**config.mk**
```make
export PLATFORM = sky130hd
export DESIGN_NAME = sig_sync_filter_flat
export DESIGN_NICKNAME = d
export VERILOG_FILES = /design/src/rtl/sig_sync_filter_if.sv /design/src/rtl/sig_sync_filter.sv /design/src/flat_wrapper.sv
export SDC_FILE = /design/constraint.sdc
export NUM_CORES = 1
export LEC_CHECK = 0
export ABC_AREA = 1
export BUFFER_PORTS_ARGS = -buffer_cell sky130_fd_sc_hd__buf_2
export CORE_UTILIZATION = 45
export CTS_CLUSTER_SIZE = 24
export DETAILED_ROUTE_END_ITERATION = 8
export PLACE_DENSITY = 0.66
export SLEW_MARGIN = 5
export SYNTH_ARGS = -nofsm -noshare
export SYNTH_HDL_FRONTEND = slang
export SYNTH_SLANG_ARGS = --single-unit
```
**constraint.sdc**
```tcl
create_clock -name sys_clk -period 1.4 [get_ports sys_clk]
set_input_delay 0.28 -clock sys_clk [delete_from_list [all_inputs] [get_ports sys_clk]]
set_output_delay 0.28 -clock sys_clk [all_outputs]
set_load 0.01 [all_outputs]
```
**src/rtl/sig_sync_filter_if.sv**
```systemverilog
// Pad-side signal bundle for sig_sync_filter: the raw line and debug clear in,
// the cleaned level and glitch statistics out.
interface sig_sync_filter_if #(
    parameter int GLITCH_CNT_WIDTH = 8
);
    logic                        async_sig;
    logic                        clear_glitch_cnt;
    logic                        filtered_sig;
    logic                        glitch_pulse;
    logic [GLITCH_CNT_WIDTH-1:0] glitch_cnt;

    // Driver side: supplies the pad line and clear, consumes the filtered outputs.
    modport master (
        output async_sig,
        output clear_glitch_cnt,
        input  filtered_sig,
        input  glitch_pulse,
        input  glitch_cnt
    );

    // Filter side.
    modport slave (
        input  async_sig,
        input  clear_glitch_cnt,
        output filtered_sig,
        output glitch_pulse,
        output glitch_cnt
    );
endinterface

```
**src/rtl/sig_sync_filter.sv**
```systemverilog
// Input conditioning for an external pad line: flop-chain synchronizer followed
// by a persistence filter that only accepts a new level after it has been seen
// for STABLE_CYCLES consecutive clocks. Rejected pulses are strobed and counted.
module sig_sync_filter #(
    parameter int SYNC_STAGES      = 2,
    parameter int STABLE_CYCLES    = 4,
    parameter bit RESET_LEVEL      = 1'b1,
    parameter int GLITCH_CNT_WIDTH = 8
) (
    input  logic                sys_clk,
    input  logic                n_reset,
    sig_sync_filter_if.slave    bus
);
    localparam int CNT_W = $clog2(STABLE_CYCLES + 1);
    // Count value at which the next differing sample completes qualification.
    localparam logic [CNT_W-1:0] CNT_LAST = CNT_W'(STABLE_CYCLES - 1);

    typedef enum logic {
        ST_STABLE  = 1'b0,
        ST_QUALIFY = 1'b1
    } state_t;

    logic [SYNC_STAGES-1:0]      sync_reg;
    logic                        sync_out;
    state_t                      state_reg,  state_next;
    logic [CNT_W-1:0]            cnt_reg,    cnt_next;
    logic                        filt_reg,   filt_next;
    logic                        pulse_reg;
    logic                        glitch;
    logic [GLITCH_CNT_WIDTH-1:0] gcnt_reg,   gcnt_next;

    assign sync_out = sync_reg[SYNC_STAGES-1];

    // Synchronizer chain: plain flop-to-flop shift, stage 0 samples the pad.
    always_ff @(posedge sys_clk or negedge n_reset) begin
        if (!n_reset) begin
            sync_reg <= {SYNC_STAGES{RESET_LEVEL}};
        end else begin
            sync_reg <= {sync_reg[SYNC_STAGES-2:0], bus.async_sig};
        end
    end

    // Filter decision: qualify a differing level or flag its early reversion.
    always_comb begin
        state_next = state_reg;
        cnt_next   = cnt_reg;
        filt_next  = filt_reg;
        glitch     = 1'b0;
        case (state_reg)
            ST_STABLE: begin
                if (sync_out != filt_reg) begin
                    if (STABLE_CYCLES == 1) begin
                        // Single-cycle persistence: accept on first sight.
                        filt_next = sync_out;
                    end else begin
                        state_next = ST_QUALIFY;
                        cnt_next   = CNT_W'(1);
                    end
                end
            end
            ST_QUALIFY: begin
                if (sync_out == filt_reg) begin
                    // Line went back before it was trusted: a glitch.
                    glitch     = 1'b1;
                    state_next = ST_STABLE;
                    cnt_next   = '0;
                end else if (cnt_reg == CNT_LAST) begin
                    filt_next  = ~filt_reg;
                    state_next = ST_STABLE;
                    cnt_next   = '0;
                end else begin
                    cnt_next   = cnt_reg + CNT_W'(1);
                end
            end
            default: begin
                state_next = ST_STABLE;
                cnt_next   = '0;
            end
        endcase
    end

    // Glitch counter: clear has priority, otherwise saturating increment.
    always_comb begin
        gcnt_next = gcnt_reg;
        if (bus.clear_glitch_cnt) begin
            gcnt_next = '0;
        end else if (glitch && (gcnt_reg != {GLITCH_CNT_WIDTH{1'b1}})) begin
            gcnt_next = gcnt_reg + GLITCH_CNT_WIDTH'(1);
        end
    end

    // Filter state, registered output level, strobe and counter.
    always_ff @(posedge sys_clk or negedge n_reset) begin
        if (!n_reset) begin
            state_reg <= ST_STABLE;
            cnt_reg   <= '0;
            filt_reg  <= RESET_LEVEL;
            pulse_reg <= 1'b0;
            gcnt_reg  <= '0;
        end else begin
            state_reg <= state_next;
            cnt_reg   <= cnt_next;
            filt_reg  <= filt_next;
            pulse_reg <= glitch;
            gcnt_reg  <= gcnt_next;
        end
    end

    assign bus.filtered_sig = filt_reg;
    assign bus.glitch_pulse = pulse_reg;
    assign bus.glitch_cnt   = gcnt_reg;

endmodule

```
**src/flat_wrapper.sv**
```systemverilog
// flat-port wrapper written by rule: the top's interface ports become plain ports
module sig_sync_filter_flat 
#(
    parameter int SYNC_STAGES      = 2,
    parameter int STABLE_CYCLES    = 4,
    parameter bit RESET_LEVEL      = 1'b1,
    parameter int GLITCH_CNT_WIDTH = 8
)
  (sys_clk, n_reset, bus_async_sig, bus_clear_glitch_cnt, bus_filtered_sig, bus_glitch_pulse, bus_glitch_cnt);
  sig_sync_filter_if #(.GLITCH_CNT_WIDTH(GLITCH_CNT_WIDTH)) bus_i ();
  input  logic sys_clk;
  input  logic n_reset;
  input wire logic [$bits(bus_i.async_sig)-1:0] bus_async_sig;
  input wire logic [$bits(bus_i.clear_glitch_cnt)-1:0] bus_clear_glitch_cnt;
  output wire logic [$bits(bus_i.filtered_sig)-1:0] bus_filtered_sig;
  output wire logic [$bits(bus_i.glitch_pulse)-1:0] bus_glitch_pulse;
  output wire logic [$bits(bus_i.glitch_cnt)-1:0] bus_glitch_cnt;
  assign bus_i.async_sig = bus_async_sig;
  assign bus_i.clear_glitch_cnt = bus_clear_glitch_cnt;
  assign bus_filtered_sig = bus_i.filtered_sig;
  assign bus_glitch_pulse = bus_i.glitch_pulse;
  assign bus_glitch_cnt = bus_i.glitch_cnt;
  sig_sync_filter #(.SYNC_STAGES(SYNC_STAGES), .STABLE_CYCLES(STABLE_CYCLES), .RESET_LEVEL(RESET_LEVEL), .GLITCH_CNT_WIDTH(GLITCH_CNT_WIDTH)) u_core (.sys_clk(sys_clk), .n_reset(n_reset), .bus(bus_i));
endmodule
```
Word-level counts from Yosys, hierarchy flattened
Index checks and enable logic that the tools add are counted.
Storage, ports and cells
  register bits: 16
  latch bits: 0
  bits in writable memories: 0
  bits in read-only memories: 0
  bits of input ports: 4
  output and inout bits: 10
  word-level logic and storage cells: 31
  memories kept: 0
Cells by class
  add/subtract/negate cells: 2
  $mul: 0
  divide/modulo/power cells: 0
  order comparisons: 0
  equality and inequality tests: 5
  shifts and indexed selects: 0
  muxes and demuxes: 12
  bitwise gates (word level): 3
  reduce and logical (&&, ||, !) cells: 3
Operators by type and width (count)
  $mux 8: 2
  $mux 3: 3
  $add 8x1->8 const B: 1
  $ne 8x8->1 const B: 1
  $pmux 3 s2: 1
  $mux 1: 5
  $add 3x1->3 const B: 1
  $eq 3x2->1 const B: 1
  $not 1->1: 3
  $reduce_and 3->1: 1
  $ne 2x1->1 const B: 1
  $pmux 1 s2: 1
  $reduce_bool 2->1: 1
  $eq 1x1->1: 1
  $logic_and 1x1->1: 1
  $ne 1x1->1: 1

Longest topological paths before layout
  word-level depth: 6
  mapped depth: 9
  gate-level depth less buffers: 9

Worst setup path after synthesis
Ideal clock, no wire load.
  kind: reg-to-reg
  start: register u_core.gcnt_reg[0], in the netlist u_core.bus.glitch_cnt[0]
  end: register u_core.gcnt_reg[6], in the netlist u_core.bus.glitch_cnt[6]
  setup time: 0.065 ns
  arrival time: 1.228 ns
  required time: 1.335 ns
  setup slack: 0.107 ns
  cell stages (with the launch flop): 9
  buffers on the path: 0
  clock period less this slack: 1.293 ns
  cell sequence: dfrtp_1 ha_1 nand2_2 inv_1 nand2_1 nor2_1 nor2_1 nand3_1 nand2_1
Between the ends
  longest elaborated chain between the ends: 3
  elaborated cells between the ends (all ways): 6
  classes of those cells: add/sub (1); eq/ne (1); mux (2); reduce/logical (2)
Ends and longest elaborated chain
  start: declaration: line sig_sync_filter.sv:30  | logic [GLITCH_CNT_WIDTH-1:0] gcnt_reg, gcnt_next;
  start signal: assignment: line sig_sync_filter.sv:105  | gcnt_reg <= gcnt_next;
  $add 8x1->8 or $ne 8x8->1 (tied branches): line sig_sync_filter.sv:88, sig_sync_filter.sv:87
  $mux 8 or $logic_and 1x1->1 (tied branches): line sig_sync_filter.sv:87  | end else if (glitch && (gcnt_reg != {GLITCH_CNT_WIDTH{1'b1}})) begin
  $mux 8 or $reduce_bool 2->1 (tied branches)
Several ways; a longest one is shown, not always the timed one. The select of a mux whose other input is x is not followed.
A chain may end at the register's enable or synchronous reset.

Worst setup path after layout
  start: register u_core.gcnt_reg[1], in the netlist u_core.bus.glitch_cnt[1]
  end: register u_core.gcnt_reg[4], in the netlist u_core.bus.glitch_cnt[4]
Same word-level chain as after synthesis.

==> flow_summary_export.csv <==
group,metric,value,unit
die,die_y,46.12,um
global_route,grt_pass1_wl,2.628,mm
final_layout,area_delta_synth_final,18.71,%
die,coreArea,0.001783,mm^2
logic_synthesis,syn_inst,113,
global_route,grt.total_usage,0.1795,
global_route,grt.overflow.total,0,
worst_setup_path,worstReg2RegEnd,"u_core.bus.glitch_cnt[4]",
hold_path,holdPathStages,1,
final_layout,final_area,0.001040,mm^2
route,viasPerCell,4.608,
logic_synthesis,syn-cell-area,875.8,um^2
cts,cts.sinks,16,
route,ant_nets,0,
run,maxCapViolCount,0,
worst_setup_path,timing.critical_path.to,"u_core.bus.glitch_cnt[4]",
global_route,grt_max_degree,17,
worst_setup_path,worstSetupStartpointType,"flip-flop",
cts,cts_root_buffer,"clkbuf_4",
timing,period_share,0.9530,
timing,setup_violations,0,
logic_synthesis,ys_seq_area_frac,0.4614,
timing,slew_violations,0,
timing,relSlewSlack,0.7301,
cts,clk_latency,290,ps
global_route,grt_antenna_before_repair,0,
pwr,p_leak,0.0005837,uW
worst_setup_path,worstRegToRegCells,8,
final_layout,utilization,0.5832,
die,initial_core_util,0.4912,
pwr,power.total,1373,uW
logic_synthesis,synth.net_count,119,
final_layout,layout_commonest_cell,"nand2_1",
logic_synthesis,synth.area.mux_share,0,
route,drt_iter0_markers,18,
timing,layout_min_cycle_time,1334,ps
logic_synthesis,synth_xor_area_frac,0.01000,
route,remaining_drc_errors,0,
final_layout,largest_reg_flops,8,
die,io_pins,14,
cts,cts_max_level,1,
logic_synthesis,synth_compound_area_frac,0.06000,
cts,cts_buffers,3,
place,dpl.cell_count,151,
outcome,status,"finished clean",
route,totalWireLength,1.662,mm
logic_synthesis,avgSynthCellArea,7.751,um^2
cts,cts_max_path_buffers,2,
die,dieWidth,46.12,um
worst_setup_path,timing.rr.start,"u_core.bus.glitch_cnt[1]",
final_layout,final_nets,140,
worst_setup_path,arrival,1520,ps
timing,timing.fmax,0.7495,GHz
logic_synthesis,synthAdderAreaFrac,0.02857,
final_layout,fin_cells,158,
pwr,vdd_drop_max,1055,uV
final_layout,mostFrequentLayoutCells,"nand2_1, inv_1, nor2_1, buf_2, dfrtp_1",
worst_setup_path,critPathKind,"reg2reg",
worst_setup_path,startpoint,"u_core.bus.glitch_cnt[1]",
place,hpwl,1.150,mm
worst_setup_path,required,1590,ps
die,die_area,0.002127,mm^2
place,numPortBuffers,13,
logic_synthesis,post_synth_num_cell_types,20,
logic_synthesis,ys_ff_latch,16,
final_layout,drive_gt1_frac,0.2782,
logic_synthesis,synth_top_family_by_area,"simple AND/OR/NAND/NOR gates",
die,row_count,15,
timing,rsz0062_at_grt,"yes",
timing,fin_skew,6.158,ps
worst_setup_path,end_kind,"flip-flop",
logic_synthesis,yosys.area.top_type,"dfrtp_1",
worst_setup_path,worstPathMaxFanout,8,
timing,hold_viol_final,0,
logic_synthesis,synth_top_area_share,0.3714,
cts,cts_tree,"yes",
worst_setup_path,rrSetupSlack,70,ps
place,routabilityCongestion,0.8758,
final_layout,antenna_cells,0,
route,first_pass_iters,4,
global_route,grt_pass1_vias,602,
logic_synthesis,synth-simple-area-share,0.3457,
pwr,power_density,1320,mW/mm^2
logic_synthesis,yosysWarnings,0,
route,routed-via-count,728,
place,place_area,965.9,um^2
timing,tightest_slew,404.3,ps
cts,clk_pin_slew,100,ps
logic_synthesis,synthTopCellsByArea,"dfrtp_1, nand2_1, dfstp_2, nand3_1, inv_1",
hold_path,hold_path.class,"in2reg",
route,wl_per_cell,10.52,um
stage by stage:
step,hold WS [ps],worst slack [ps],TNS (ps)
4_1_cts,72.52,63.87,0
2_1_floorplan,-15.59,106.6,0
3_3_place_gp,209.7,85.64,0
6_report,86.03,65.84,0
5_1_grt,57.76,-23.08,-44.19
3_5_place_dp,215.1,8.182,0
critical path, stage by stage (launching register included):
cell and delay [ps]:
dfrtp_1 410, ha_2 220, nand2_4 70, nor2_4 120, nand3_2 90, nand2_4 140, nand2_4 60, nand2_1 80
nand2_1 40
final cells by class:
class                           count  area [um^2]
Multi-Input combinational cell     78        401.6
Inverter                           18        68.82
Fill cell                         160        743.2
Sequential cell                    16        404.1
Timing Repair Buffer               17        97.59
Clock buffer                        4        36.28
Tap cell                           25        31.28
cell usage after synthesis, drive strengths merged:
| cell type | count |
|---|---|
| nand2 | 34 |
| dfstp | 3 |
| nor2 | 16 |
| nand3 | 14 |
| inv | 17 |
| xor2 | 1 |
| o21ai | 6 |
| a21oi | 3 |
| clkinv | 1 |
| clkbuf | 1 |
| ha | 2 |
| nor3 | 1 |
| dfrtp | 13 |
| o21bai | 1 |
how the worst min path moves through the flow:
stage	start	end	slack, ps
2_1_floorplan	n_reset	u_core.bus.glitch_cnt[0]	-20
3_3_place_gp	n_reset	u_core.bus.glitch_pulse	210
3_5_place_dp	n_reset	u_core.bus.glitch_cnt[7]	220
4_1_cts	bus_async_sig	u_core.sync_reg[0]	70
5_1_grt	bus_async_sig	u_core.sync_reg[0]	60
6_report	bus_async_sig	u_core.sync_reg[0]	90
layer usage:
layer / GRT usage / vias to the layer above / routed length, um
li1: - / 396 / -
met1: 0.2568 / 315 / 879
met2: 0.2479 / 15 / 716
met3: 0.03529 / 2 / 50
met4: 0.1059 / 0 / 15
met5: 0 / - / 0
power by group:
part	switching (uW)	total, uW	internal [uW]
combinational	269	427	157
sequential	78.4	638	560
clock	150	308	158
total	498	1370	875
cell families (layout without fill, tap and decap cells):
family,Yosys count,after routing
compound gates,10,10
xor+xnor,1,1
fa+ha+maj,2,2
buf+inv,19,39
flops,16,16
simple gates,65,65
what timing repair did:
action	4_1_cts	5_1_grt
buffers inserted	0	2
cloned	0	0
hold buffers	1	0
endpoints found under the setup margin	2	6
pin swaps	0	6
resized for setup	1	4
endpoints found under the hold margin	13	0
No activity file was read; power rests on OpenSTA's default activity.
